==> config.mk <==
export PLATFORM = sky130hd
export DESIGN_NAME = instruction_fetch_unit
export DESIGN_NICKNAME = d
export VERILOG_FILES = /design/src/rtl/instruction_fetch_unit.sv
export SDC_FILE = /design/constraint.sdc
export NUM_CORES = 1
export LEC_CHECK = 0
export BUFFER_PORTS_ARGS = -buffer_cell sky130_fd_sc_hd__buf_2
export CAP_MARGIN = 5
export CORE_ASPECT_RATIO = 0.5
export CORE_UTILIZATION = 37
export CTS_CLUSTER_DIAMETER = 120
export CTS_CLUSTER_SIZE = 30
export DETAILED_ROUTE_END_ITERATION = 10
export GPL_ROUTABILITY_DRIVEN = 0
export PLACE_DENSITY = 0.56
export SLEW_MARGIN = 20
export SYNTH_ARGS = -nofsm -noshare
export SYNTH_HDL_FRONTEND = slang
export SYNTH_SLANG_ARGS = --single-unit
==> constraint.sdc <==
create_clock -name i_clk -period 2.3 [get_ports i_clk]
set_input_delay 0.46 -clock i_clk [delete_from_list [all_inputs] [get_ports i_clk]]
set_output_delay 0.46 -clock i_clk [all_outputs]
set_load 0.005 [all_outputs]
==> src/rtl/instruction_fetch_unit.sv <==
// Fetch stage: owns the PC, drives the instruction-memory req/ready handshake,
// holds the IF/ID register and redirects on taken branches (no delay slot).
module instruction_fetch_unit #(
    parameter int               NBITS    = 32,
    parameter logic [NBITS-1:0] PC_RESET = 32'h0040_0000
) (
    input  logic             i_clk,
    input  logic             i_reset,
    input  logic             i_stall,
    input  logic             i_branch_eq,
    input  logic             i_branch_ne,
    input  logic             i_zero,
    input  logic [15:0]      i_branch_imm,
    output logic             o_imem_req,
    output logic [NBITS-1:0] o_imem_addr,
    input  logic             i_imem_ready,
    input  logic [NBITS-1:0] i_imem_rdata,
    output logic [NBITS-1:0] o_instr,
    output logic [5:0]       o_op,
    output logic [NBITS-1:0] o_pc_plus4,
    output logic             o_instr_valid
);

    typedef enum logic [1:0] {
        S_IDLE,
        S_REQ,
        S_HOLD,
        S_DROP
    } state_t;

    state_t           r_state;
    logic [NBITS-1:0] r_pc;
    logic [NBITS-1:0] r_instr;
    logic [NBITS-1:0] r_pc_plus4;
    logic [NBITS-1:0] r_hold;
    logic             r_req;
    logic             r_valid;

    logic             w_take;
    logic             w_accept;
    logic [NBITS-1:0] w_pc_seq;
    logic [NBITS-1:0] w_target;
    logic [NBITS-1:0] w_offset;

    assign w_take   = r_valid & ~i_stall &
                      ((i_branch_eq & i_zero) | (i_branch_ne & ~i_zero));
    assign w_accept = ~r_valid | ~i_stall;
    assign w_pc_seq = r_pc + NBITS'(4);
    assign w_offset = {{(NBITS-18){i_branch_imm[15]}}, i_branch_imm, 2'b00};
    assign w_target = r_pc_plus4 + w_offset;

    // The address is the PC register itself, so it cannot move while a request waits.
    assign o_imem_req    = r_req;
    assign o_imem_addr   = r_pc;
    assign o_instr       = r_instr;
    assign o_op          = r_instr[NBITS-1:NBITS-6];
    assign o_pc_plus4    = r_pc_plus4;
    assign o_instr_valid = r_valid;

    always_ff @(posedge i_clk or negedge i_reset) begin
        if (!i_reset) begin
            r_state    <= S_IDLE;
            r_pc       <= PC_RESET;
            r_instr    <= '0;
            r_pc_plus4 <= '0;
            r_hold     <= '0;
            r_req      <= 1'b0;
            r_valid    <= 1'b0;
        end else begin
            case (r_state)
                S_IDLE: begin
                    r_state <= S_REQ;
                    r_req   <= 1'b1;
                end
                S_REQ: begin
                    if (w_take) begin
                        r_pc    <= w_target;
                        r_instr <= '0;
                        r_valid <= 1'b0;
                        if (!i_imem_ready) begin
                            r_state <= S_DROP;
                            r_req   <= 1'b0;
                        end
                    end else if (i_imem_ready) begin
                        if (w_accept) begin
                            r_instr    <= i_imem_rdata;
                            r_pc_plus4 <= w_pc_seq;
                            r_valid    <= 1'b1;
                            r_pc       <= w_pc_seq;
                        end else begin
                            r_hold  <= i_imem_rdata;
                            r_state <= S_HOLD;
                            r_req   <= 1'b0;
                        end
                    end else if (!i_stall) begin
                        r_valid <= 1'b0;
                        r_instr <= '0;
                    end
                end
                S_HOLD: begin
                    if (w_take) begin
                        r_pc    <= w_target;
                        r_instr <= '0;
                        r_valid <= 1'b0;
                        r_state <= S_REQ;
                        r_req   <= 1'b1;
                    end else if (!i_stall) begin
                        r_instr    <= r_hold;
                        r_pc_plus4 <= w_pc_seq;
                        r_valid    <= 1'b1;
                        r_pc       <= w_pc_seq;
                        r_state    <= S_REQ;
                        r_req      <= 1'b1;
                    end
                end
                S_DROP: begin
                    // Response of the abandoned request is swallowed here.
                    if (i_imem_ready) begin
                        r_state <= S_REQ;
                        r_req   <= 1'b1;
                    end
                end
                default: begin
                    r_state <= S_IDLE;
                    r_req   <= 1'b0;
                end
            endcase
        end
    end

endmodule

After elaboration in Yosys (flattened, before gate mapping)
Index checks and enable logic that the tools add are counted.
- bits in registers: 132
- input bits: 55
- output and inout bits: 104
- logic and storage cells: 81
- $add $sub $neg: 2
- eq/ne operators: 16
- mux-type cells: 38
- bitwise operators: 11
- reductions and logical operators: 7
- operator list (operator ; number):
    $mux 32 ; 13
    $pmux 32 s2 ; 3
    $add 32x3->32 const B ; 1
    $add 32x32->32 ; 1
    $ne 3x3->1 const B ; 5
    $mux 2 ; 7
    $mux 1 ; 12
    $ne 2x2->1 const B ; 6
    $reduce_and 4->1 ; 3
    $ne 4x4->1 const B ; 2
    $pmux 2 s4 ; 1
    $reduce_and 6->1 ; 1
    $not 1->1 ; 5
    $reduce_and 5->1 ; 1
    $and 1x1->1 ; 4
    $eq 2x2->1 const B ; 2
    $pmux 1 s4 ; 1
    $eq 2x1->1 const B ; 1
    $logic_not 2->1 ; 1
    $or 1x1->1 ; 2
    $pmux 1 s2 ; 1
    $reduce_bool 2->1 ; 1

Logic depth before layout (Yosys ltp)
- depth in word-level cells: 6
- depth in mapped cells: 9
- gate-level depth less buffers: 9

Worst setup path before layout
Ideal clock, no wire load.
- path kind: input to register
- from: input i_branch_imm[0]
- to: register r_pc[28], in the netlist o_imem_addr[28]
- data arrival time: 2546 ps
- data required time: 2169 ps
- path slack: -377 ps
- stages on the path: 9
- path through: ha_1 fa_1 a211oi_1 o21ai_1 a21oi_1 o31a_1 o21ai_0 nor4b_1 or3_1
- longest elaborated chain between the ends: 3
- RTL lines (what ; line ; source):
    start, declared ; 13 ; input logic [15:0] i_branch_imm,
    $add 32x32->32 (*) ; 50 ; assign w_target = r_pc_plus4 + w_offset;
    $mux 32 (on tied branches) ; 101, 76 ;
    $pmux 32 s2 (*) ; 70 ; case (r_state)
    end signal, assigned ; 77 ; r_pc <= w_target;
    end signal, assigned ; 102 ; r_pc <= w_target;
    end signal, assigned ; 111 ; r_pc <= w_pc_seq;
    end, declared ; 32 ; logic [NBITS-1:0] r_pc;
Every way passes the cells marked *; elsewhere a longest branch is shown, timed or not.
A chain may end at the register's enable or synchronous reset.

Worst setup path after layout
- from: register r_pc_plus4[2], in the netlist o_pc_plus4[2]
- to: register r_pc[28], in the netlist o_imem_addr[28]
- longest elaborated chain between the ends: 3
- RTL lines (what ; line ; source):
    start, declared ; 34 ; logic [NBITS-1:0] r_pc_plus4;
    start signal, assigned ; 87 ; r_pc_plus4 <= w_pc_seq;
    start signal, assigned ; 109 ; r_pc_plus4 <= w_pc_seq;
    $add 32x32->32 (*) ; 50 ;
    $mux 32 (on tied branches) ; 101, 76 ;
    $pmux 32 s2 (*) ; 70 ;
Marked as above.

==> flow_metrics.env <==
export IMPL_cts_sinks=132
export IMPL_slowest_stage="dfrtp_1"
export IMPL_drc=6
export IMPL_io_pins=159
export IMPL_clock_fmax_mhz=417
export IMPL_multi_input_area_um2=4490
export IMPL_cp_start_kind="flip-flop"
export IMPL_fp_dieArea_um2=21600
export IMPL_grt_busiest_layer="met2"
export IMPL_min_to="r_hold[14]$_DFFE_PN0P_"
export IMPL_worstReg2RegEnd="o_imem_addr[28]$_DFFE_PN0P_"
export IMPL_finalInstanceArea_um2=10900
export IMPL_grt_usage_pct=22.9
export IMPL_rrSetupSlack_ns=-0.1
export IMPL_rows=37
export IMPL_cpPeakStageDelay_ns=0.41
export IMPL_grtUsageMet1_pct=30.3
export IMPL_pwr_share_clk_pct=21.2
export IMPL_n_fill_cell=1935
export IMPL_grt_util_met2_pct=36.1
export IMPL_cpMostUsedCell="o21ai_2"
export IMPL_final_nets=1215
export IMPL_yosys_warnings=0
export IMPL_dp_hpwl_mm=17.1
export IMPL_synth_area_per_cell_um2=9.10
export IMPL_synth_ff_type="dfrtp_1"
export IMPL_clk_latency_ns=0.44
export IMPL_setup_worst_path_end_class="flip-flop"
export IMPL_ys_types=67
export IMPL_path_cells="ha_4 -> fa_2 -> a211oi_4 -> o21ai_2 -> a21oi_2 -> o31a_1 -> o21ai_2 -> nor4b_1 -> or3_1"
export IMPL_dp_slack_ns=-0.306
export IMPL_placed_area_um2=9950
export IMPL_status="complete, but fails checks"
export IMPL_reg2reg_depth=9
export IMPL_wl_per_cell_um=16.6
export IMPL_die_w_um=207
export IMPL_min_from="i_imem_rdata[14]"
export IMPL_cp_arrival_ns=2.71
export IMPL_drtIter0Drc=370
export IMPL_violations="DRC, setup timing"
export IMPL_period_share_pct=104
export IMPL_skew_ns=0.0113
export IMPL_seqCellArea_um2=3300
export IMPL_path_delay_family="compound AO/OA/AOI/OAI gates"
export IMPL_synth_edf_count=0
export IMPL_initial_core_util_pct=37.8
export IMPL_met3_usage_pct=6.52
export IMPL_grt_pass1_wl_mm=38.5
export IMPL_slew_violations=0
export IMPL_vias_per_cell=5.23
export IMPL_overflow=0
export IMPL_dpl_cell_count=1377
export IMPL_p_leak_uw=0.00516
export IMPL_grt_pass1_vias=7541
export IMPL_root_buffer="clkbuf_16"
export IMPL_synthCells=853
export IMPL_io_buffers=158
export IMPL_worstHoldPathType="in -> reg"
export IMPL_crit_buf_inv=0
export IMPL_reg2reg_from="o_pc_plus4[2]$_DFFE_PN0P_"
export IMPL_rsz0062_at_grt="true"
export IMPL_pwr_share_comb_pct=50.5
export IMPL_ys_async_sr_fraction_pct=100
export IMPL_worstPathMaxFanout=3
export IMPL_setup_violations=3
export IMPL_layout_drive_gt1_share_pct=38.3
export IMPL_syn_cell_area_um2=7760
export IMPL_cts_tree="yes"
export IMPL_timing_final_crit_period_ns=2.40
export IMPL_tightest_slew_ns=0.582
export IMPL_numCtsBuffers=17
export IMPL_coreArea_um2=20600
export IMPL_p_int_uw=8650
export IMPL_antenna_found_initial=1
export IMPL_clk_pin_slew_ns=0.06
export IMPL_die_h_um=104
export IMPL_final_common_cell="buf_2"
export IMPL_area_delta_synth_final_pct=40.5
export IMPL_setup_tns_ns=-0.167
export IMPL_wl_mm=23.5
export IMPL_power_frac_seq_pct=28.3
export IMPL_syn_num_nets=939
export IMPL_p_per_area_nw_per_um2=1300
export IMPL_slew_headroom_pct=61.2
export IMPL_firstDrtPassIters=9
export IMPL_whs_path_depth=2
export IMPL_max_cap_violations=0
export IMPL_most_common_layout_cells="156 x buf_2, 141 x buf_4, 137 x nand2_1"
export IMPL_ir_drop_mv=0.639
export IMPL_ys_ff_latch=132
export IMPL_critical_path_class="reg -> reg"
export IMPL_drtAntennaViolNets=0
export IMPL_critPathRequiredTime_ns=2.62
export IMPL_p_switching_uw=5550
export IMPL_hold_viol=0
export IMPL_stdcell_count=1416
export IMPL_grt_max_degree=66
export IMPL_cts_buffer_depth=2
export IMPL_ys_seq_area_share_pct=42.6
export IMPL_swShare_pct=39.1
export IMPL_htreeDepth=4
export IMPL_num_vias=7400
export IMPL_layout_setup_ws_ns=-0.0961
==> state kept, by name, summed over array words and instances (netlist names) <==
| register | count |
|---|---|
| o_imem_addr | 32 |
| o_instr | 32 |
| o_pc_plus4 | 32 |
| r_hold | 32 |
| r_state | 2 |
| o_imem_req | 1 |
| o_instr_valid | 1 |
==> worst max path at each step <==
| stage | start | slack, ns | cells after the start | endpoint |
|---|---|---|---|---|
| floorplan | i_branch_imm[0] | -0.06 | 9 | o_imem_addr[28]$_DFFE_PN0P_ |
| global placement | i_branch_imm[1] | -0.30 | 11 | o_imem_addr[25]$_DFFE_PN0P_ |
| detailed placement | i_branch_imm[15] | -0.31 | 9 | o_imem_addr[29]$_DFFE_PN0P_ |
| CTS | o_pc_plus4[2]$_DFFE_PN0P_ | -0.09 | 9 | o_imem_addr[28]$_DFFE_PN0P_ |
| global route | o_pc_plus4[2]$_DFFE_PN0P_ | -0.14 | 9 | o_imem_addr[28]$_DFFE_PN0P_ |
| finish | o_pc_plus4[2]$_DFFE_PN0P_ | -0.1 | 9 | o_imem_addr[28]$_DFFE_PN0P_ |
==> power groups by stage <==
stage	clock (µW)	combinational, µW	sequential, µW
after global routing	3170	7910	4160
after CTS	3090	6940	4010
after detailed placement	0	6790	4030
final	3000	7170	4020
after floorplan	0	3640	4040
after global placement	0	6700	3990
==> cell families (layout without fill, tap and decap cells) <==
logic type | count (synthesis) | after routing | synth area share, %
compound gates | 265 | 265 | 21.1
xor+xnor | 53 | 53 | 5.98
fa+ha+maj | 31 | 31 | 5.09
buf+inv | 69 | 358 | 3.93
flops | 132 | 132 | 42.6
mux | 37 | 37 | 5.37
other cells | 0 | 1 | 0
simple gates | 266 | 266 | 16.0
==> Yosys cell counts, types with 12 or more instances <==
cell type | count | area, µm²
inv_1 | 16 | 60.1
dfrtp_1 | 131 | 3280
nand2_1 | 137 | 514
nand3_1 | 19 | 95.1
xor2_1 | 22 | 193
a21oi_1 | 55 | 275
xnor2_1 | 31 | 272
a22oi_1 | 35 | 263
ha_1 | 30 | 375
mux2_2 | 33 | 372
clkbuf_1 | 39 | 146
o21ai_1 | 12 | 60.1
o21ai_0 | 89 | 445
nor2_1 | 44 | 165
==> layout make-up <==
cell class              instances  area share (%)
multi-input cells             652            41.1
flip-flops and latches        132            30.3
repair buffers                310            19.0
clock buffers                  17            3.90
well taps                     273            3.13
clock inverters                15            1.98
inverters                      16           0.551
diodes                          1          0.0229
==> metal layers <==
layer  part of all wire, %  wire, µm
met1                    46     10900
met2                    47     11000
met3                   5.1      1200
met4                   1.4       328
met5                     0         0
==> what timing repair did <==
action | 4_1_cts | 5_1_grt
endpoints found under the setup margin | 11 | 19
endpoints found under the hold margin | 6 | 0
buffers inserted | 3 | 3
pin swaps | 13 | 25
gates resized for setup | 12 | 37
hold buffers | 1 | 0
==> stage by stage <==
stage | hold WS, ns | util (%) | total power (µW)
after floorplan | 0.164 | - | 7670
after global placement | 0.458 | 48.4 | 10700
after detailed placement | 0.469 | 48.4 | 10800
after CTS | 0.232 | 52.0 | 14000
after global routing | 0.247 | 53.0 | 15200
final | 0.262 | 53.1 | 14200
Power figures use the tool's default switching activity.
